===== src/rtl/set_err_pkg.sv =====
// rtl/set_err_pkg.sv - shared types and helpers for the SET error manager
package set_err_pkg;

    typedef enum logic [1:0] {
        IDLE    = 2'd0,
        MONITOR = 2'd1,
        PERM    = 2'd2
    } err_state_t;

    localparam int ST_W = 2;

    // Increment that sticks at the all-ones value of a width-bit field.
    function automatic logic [31:0] sat_inc(input logic [31:0] value, input int unsigned width);
        logic [31:0] max_v;
        max_v = (width >= 32) ? 32'hFFFF_FFFF : ((32'd1 << width) - 32'd1);
        return (value >= max_v) ? max_v : value + 32'd1;
    endfunction

endpackage


===== src/rtl/set_err_satcnt.sv =====
// rtl/set_err_satcnt.sv - saturating event counter with synchronous clear
module set_err_satcnt
    import set_err_pkg::*;
#(
    parameter int W = 8
) (
    input  logic         clk_i,
    input  logic         rstn_i,
    input  logic         clr_i,
    input  logic         inc_i,
    output logic [W-1:0] cnt_o
);

    logic [W-1:0] cnt_q;
    logic [W-1:0] cnt_d;

    // Clear together with inc restarts the count at one.
    always_comb begin
        cnt_d = cnt_q;
        if (clr_i) begin
            cnt_d = inc_i ? W'(1) : '0;
        end else if (inc_i) begin
            cnt_d = W'(sat_inc(32'(cnt_q), W));
        end
    end

    always_ff @(posedge clk_i or negedge rstn_i) begin
        if (!rstn_i) begin
            cnt_q <= '0;
        end else begin
            cnt_q <= cnt_d;
        end
    end

    assign cnt_o = cnt_q;

endmodule


===== src/rtl/set_err_mgr.sv =====
// rtl/set_err_mgr.sv - masks, counts and classifies detector error events
module set_err_mgr
    import set_err_pkg::*;
#(
    parameter int N_SRC = 4,
    parameter int CNT_W = 8,
    parameter int WIN_W = 16
) (
    input  logic             clk_i,
    input  logic             rstn_i,
    input  logic [N_SRC-1:0] err_i,
    input  logic [N_SRC-1:0] mask_i,
    input  logic [WIN_W-1:0] window_i,
    input  logic [CNT_W-1:0] thresh_i,
    input  logic             clr_req_i,
    output logic             clr_ack_o,
    output logic             irq_trans_o,
    output logic             irq_perm_o,
    output logic [N_SRC-1:0] err_src_o,
    output logic [CNT_W-1:0] err_cnt_o,
    output logic [ST_W-1:0]  state_o
);

    logic [N_SRC-1:0] hit;
    logic             ev;
    logic             clr_go;

    err_state_t       state_q, state_d;
    logic [WIN_W-1:0] timer_q, timer_d;
    logic [CNT_W-1:0] thr_q, thr_d;
    logic             ack_q, ack_d;
    logic             irq_t_q, irq_t_d;
    logic             irq_p_q, irq_p_d;
    logic [N_SRC-1:0] src_q, src_d;

    logic             wcnt_clr, wcnt_inc;
    logic [CNT_W-1:0] wcnt, wcnt_new;

    assign hit    = err_i & ~mask_i;
    assign ev     = |hit;
    assign clr_go = clr_req_i && !ack_q;

    // Window count as it would stand after this cycle's event, for the threshold test.
    assign wcnt_new = ev ? CNT_W'(sat_inc(32'(wcnt), CNT_W)) : wcnt;

    always_comb begin
        state_d  = state_q;
        timer_d  = timer_q;
        thr_d    = thr_q;
        ack_d    = ack_q;
        irq_t_d  = irq_t_q;
        irq_p_d  = irq_p_q;
        src_d    = src_q | hit;
        wcnt_clr = 1'b0;
        wcnt_inc = 1'b0;
        if (clr_go) begin
            ack_d    = 1'b1;
            state_d  = IDLE;
            timer_d  = '0;
            thr_d    = '0;
            irq_t_d  = 1'b0;
            irq_p_d  = 1'b0;
            src_d    = '0;
            wcnt_clr = 1'b1;
        end else begin
            if (ack_q && !clr_req_i) begin
                ack_d = 1'b0;
            end
            case (state_q)
                IDLE: begin
                    if (ev) begin
                        timer_d  = (window_i == '0) ? '0 : window_i - WIN_W'(1);
                        thr_d    = thresh_i;
                        wcnt_clr = 1'b1;
                        wcnt_inc = 1'b1;
                        if (thresh_i == CNT_W'(1)) begin
                            state_d = PERM;
                            irq_p_d = 1'b1;
                        end else begin
                            state_d = MONITOR;
                        end
                    end
                end
                MONITOR: begin
                    wcnt_inc = ev;
                    if (thr_q != '0 && wcnt_new >= thr_q) begin
                        state_d = PERM;
                        irq_p_d = 1'b1;
                    end else if (timer_q == '0) begin
                        state_d  = IDLE;
                        irq_t_d  = 1'b1;
                        wcnt_clr = 1'b1;
                        wcnt_inc = 1'b0;
                    end else begin
                        timer_d = timer_q - WIN_W'(1);
                    end
                end
                PERM: begin
                end
                default: state_d = IDLE;
            endcase
        end
    end

    always_ff @(posedge clk_i or negedge rstn_i) begin
        if (!rstn_i) begin
            state_q <= IDLE;
            timer_q <= '0;
            thr_q   <= '0;
            ack_q   <= 1'b0;
            irq_t_q <= 1'b0;
            irq_p_q <= 1'b0;
            src_q   <= '0;
        end else begin
            state_q <= state_d;
            timer_q <= timer_d;
            thr_q   <= thr_d;
            ack_q   <= ack_d;
            irq_t_q <= irq_t_d;
            irq_p_q <= irq_p_d;
            src_q   <= src_d;
        end
    end

    set_err_satcnt #(.W(CNT_W)) u_err_cnt (
        .clk_i  (clk_i),
        .rstn_i (rstn_i),
        .clr_i  (clr_go),
        .inc_i  (ev && !clr_go),
        .cnt_o  (err_cnt_o)
    );

    set_err_satcnt #(.W(CNT_W)) u_wcnt (
        .clk_i  (clk_i),
        .rstn_i (rstn_i),
        .clr_i  (wcnt_clr),
        .inc_i  (wcnt_inc),
        .cnt_o  (wcnt)
    );

    assign clr_ack_o   = ack_q;
    assign irq_trans_o = irq_t_q;
    assign irq_perm_o  = irq_p_q;
    assign err_src_o   = src_q;
    assign state_o     = state_q;

endmodule


===== config.mk =====
export PLATFORM = sky130hd
export DESIGN_NAME = set_err_mgr
export DESIGN_NICKNAME = d
export VERILOG_FILES = /design/src/rtl/set_err_pkg.sv /design/src/rtl/set_err_satcnt.sv /design/src/rtl/set_err_mgr.sv
export SDC_FILE = /design/constraint.sdc
export NUM_CORES = 1
export LEC_CHECK = 0
export CORE_MARGIN = 5
export CORE_UTILIZATION = 30
export CTS_CLUSTER_SIZE = 12
export DETAILED_ROUTE_END_ITERATION = 8
export DONT_BUFFER_PORTS = 1
export GPL_ROUTABILITY_DRIVEN = 0
export PLACE_DENSITY = 0.5
export SLEW_MARGIN = 20
export SYNTH_ARGS = -nofsm -noshare
export SYNTH_HDL_FRONTEND = slang
export SYNTH_SLANG_ARGS = --single-unit

===== constraint.sdc =====
create_clock -name clk_i -period 8.8 [get_ports clk_i]
set_clock_uncertainty 0.2 [all_clocks]
set_input_delay 2.64 -clock clk_i [delete_from_list [all_inputs] [get_ports clk_i]]
set_output_delay 2.64 -clock clk_i [all_outputs]
set_load 0.005 [all_outputs]

==> key figures <==
Status
  – Outcome: complete, no violations

Critical path
  – RR Startpoint: u_wcnt.cnt_o[0]
  – Crit path max fanout: 30
  – Req. time, crit path: 8.78 ns
  – Critical path class: input pin to flop
  – Crit Reg-Reg Endpoint: timer_q[6]
  – Reg2reg path depth: 13
  – Critical path cell sequence: nor2b_1 -> or4_1 -> nor2_1 -> a21oi_1 -> ha_1 -> nor2b_1 -> o211a_1 -> o311ai_4 -> nand3b_1 -> or4_1 -> a32o_1
  – CP top delay family: simple AND/OR/NAND/NOR gates
  – WP buf/inv: 0
  – Reg2reg setup slack: 4.19 ns
  – Worst path slowest cell: or4_1
  – Crit start category: input pin
  – Crit path arrival time: 6.72 ns
  – Worst path max stage delay: 0.97 ns
  – CP Capture Type: flop

Detailed routing
  – Total number of vias: 3059
  – DR WL/cell: 16.8 um
  – DRC Markers: 0
  – DRT Wirelength: 9010 um
  – Drt pass-1 iters: 5
  – Iter 0 DRT Violations: 145
  – Antenna-violating nets left: 0
  – Vias per Instance: 5.72

Synthesis
  – Synth Area in Compound Gates: 22.4%
  – Share of the synthesized area in the top cell type: 36.0%
  – Synthesized flop and latch total: 49
  – XOR/XNOR Fraction of Synth Area: 3.09%
  – Post-synthesis adder-cell area fraction: 5.15%
  – Ys Warns: 0
  – Mux contribution to synthesized area: 1.25%
  – Post-Synthesis Net Count: 451
  – Largest family of logic cells by synthesized area: simple AND/OR/NAND/NOR gates
  – Async set or reset register ratio after synthesis: 100%
  – Synth area leaders: dfrtp_1, ha_1, a21oi_1
  – Mapped Area: 0.00340 mm^2
  – Post-synth EDFFs: 0
  – Syn avg cell area: 8.46 um^2
  – Commonest cells in the netlist: dfrtp_1, nor2_1, a21oi_1, nand2_1, nand3_1
  – Synth cell types: 58
  – Syn Inst Count: 402
  – Top_reg_cell synth: dfrtp_1
  – Simple-Gate Fraction of Synth Area: 27.6%
  – Register area share after synthesis: 36.0%
  – Top cell type by total area after synthesis: dfrtp_1
  – Most numerous cell in the Yosys netlist: dfrtp_1

CTS
  – CTS tree: built
  – Latest clock arrival within the worst-skew pair: 0.29 ns
  – Longest Clk Path Bufs: 2
  – Clk root buf: clkbuf_16
  – Cts hold-fix bufs: 0
  – CTS H-tree depth: 2
  – Postcts setup bufs: 0
  – CTS sink cnt: 49
  – Reg clk slew, reported paths: 0.07 ns
  – Total CTS buffers: 5
  – Post-cts resize count: 0

Cells and area
  – Layout cells sized above 1: 5.82%
  – Fin util: 33.7%
  – Net count, final: 443
  – Post-Layout Cell Count: 535
  – Diode count: 0
  – Area Growth Syn to Fin: 8.86%

Die
  – Initial core utilization: 31.0%
  – Row cnt: 38
  – Die H: 116 um
  – Core area: 0.0110 mm^2
  – Die Area: 0.0136 mm^2
  – I/O pin count: 52
  – Die Width: 116 um

STA
  – Max_slew headroom: 29.8%
  – Min cycle time layout: 6.74 ns
  – Fin crit share: 76.6%
  – Slew Viols, Final: 0
  – Setup_tns: 0 ns
  – Fmax: 148 MHz
  – Hold Vio Cnt, Final: 0
  – Final setup viols: 0
  – RSZ-0062 raised after global routing: no
  – Worst slew pin tran: 1.04 ns

Placement
  – DP HPWL: 6540 um
  – I/O Buffers: 0
  – Dpl cells: 527

Power and ir drop
  – Cell Pwr Density: 308 mW/mm^2
  – Clock power frac: 22.0%
  – Comb pwr share: 44.3%
  – P_int: 0.651 mW
  – Sequential share of power: 33.7%
  – LEAKAGE: 1.47 nW
  – Switch Pwr: 0.491 mW
  – Switch share: 43.0%
  – Power Total: 1.14 mW
  – Max IR drop VDD: 0.104 mV

GRT
  – Gr ovfl total: 0
  – Antenna violations before repair: 0
  – Global-route total usage across every layer: 13.6%
  – Largest net degree at the start of global routing: 50
  – Number of global-route vias before repair: 2967
  – Global-route wire length before repair: 14800 um

Worst hold path
  – Hold depth: 2
  – WHS Endpoint: timer_q[7]
  – Hold_sp: timer_q[7]
  – HP Class: flop to flop

Run
  – Max Cap Viol: 0
==> stage by stage <==
stage | area, um^2 | setup WS (ns) | hold WS (ns)
detailed placement | 3510 | 1.75 | 0.331
CTS | 3700 | 2.04 | 0.346
global route | 3700 | 1.71 | 0.370
global placement | 3510 | 1.83 | 0.333
floorplan | 3400 | 2.72 | 0.291
finish | 3700 | 2.06 | 0.341
==> worst max-delay path by stage <==
| stage | from | to | slack [ns] | cells past startpoint |
|---|---|---|---|---|
| after CTS | err_i[3] | timer_q[6] | 2.04 | 11 |
| after floorplan | err_i[3] | timer_q[6] | 2.72 | 13 |
| after detailed placement | err_i[3] | timer_q[6] | 1.75 | 11 |
| after global routing | err_i[3] | timer_q[6] | 1.71 | 11 |
| final | err_i[3] | timer_q[6] | 2.06 | 11 |
| after global placement | err_i[3] | timer_q[6] | 1.83 | 11 |
==> cell families (layout without fill, tap and decap cells) <==
kind of cell / after synthesis / in the layout
AOI/OAI and AO/OA: 113 / 113
xor gates and xnor gates: 12 / 12
buffers and inverters: 36 / 29
DFF: 49 / 49
and+or+nand+nor: 174 / 174
adders and majority gates: 14 / 14
muxes: 4 / 4
==> power groups by stage <==
stage / Sequential, mW / Combinational, mW / Clock, mW
final: 0.384 / 0.506 / 0.251
after global routing: 0.398 / 0.575 / 0.266
after CTS: 0.385 / 0.508 / 0.259
after detailed placement: 0.389 / 0.505 / 0
after global placement: 0.390 / 0.498 / 0
after floorplan: 0.356 / 0.420 / 0
==> layer usage <==
layer	track usage, %	up-vias	wire (um)
met1	18.4	1458	4250
met5	0	-	0
met3	2.38	13	501
li1	-	1494	-
met4	4.25	0	138
met2	22.2	94	4120
==> cells in the final DEF (no fill, tap or decap), types with 4 or more instances in the layout <==
master and count:
nor3b_1 8, o21ai_0 17, inv_1 18, xor2_1 6, and3_1 9, nor4_1 7, clkbuf_16 5, or3_1 13
o31ai_1 5, xnor2_1 6, a31oi_1 15, dfrtp_1 49, nor2b_1 6, ha_1 14, nand3_1 20, a21oi_1 34
nor3_1 15, o311ai_0 8, a211oi_1 6, nor2_1 38, or4_1 4, nand2_1 34
==> final cells by class <==
cell class,instances,area [um^2]
multi-input combinational,317,2020
timing repair buffer,3,22.5
clock inverter,3,65.1
clock buffer,5,125
sequential,49,1230
fill,1166,7280
inverter,18,67.6
tap,140,175
==> tightest hold or removal path, cell delays in order, from the launching register on <==
cell and delay (ns):
dfrtp_1 0.39, nand2_1 0.06, o2bb2ai_1 0.05
==> flip-flops by register name, indices dropped and copies added (netlist names) <==
| name | count |
|---|---|
| clr_ack_o | 1 |
| err_src_o | 4 |
| irq_perm_o | 1 |
| irq_trans_o | 1 |
| state_o | 2 |
| thr_q | 8 |
| timer_q | 16 |
| u_err_cnt.cnt_o | 8 |
| u_wcnt.cnt_o | 8 |
Power figures use the tool's default switching activity.
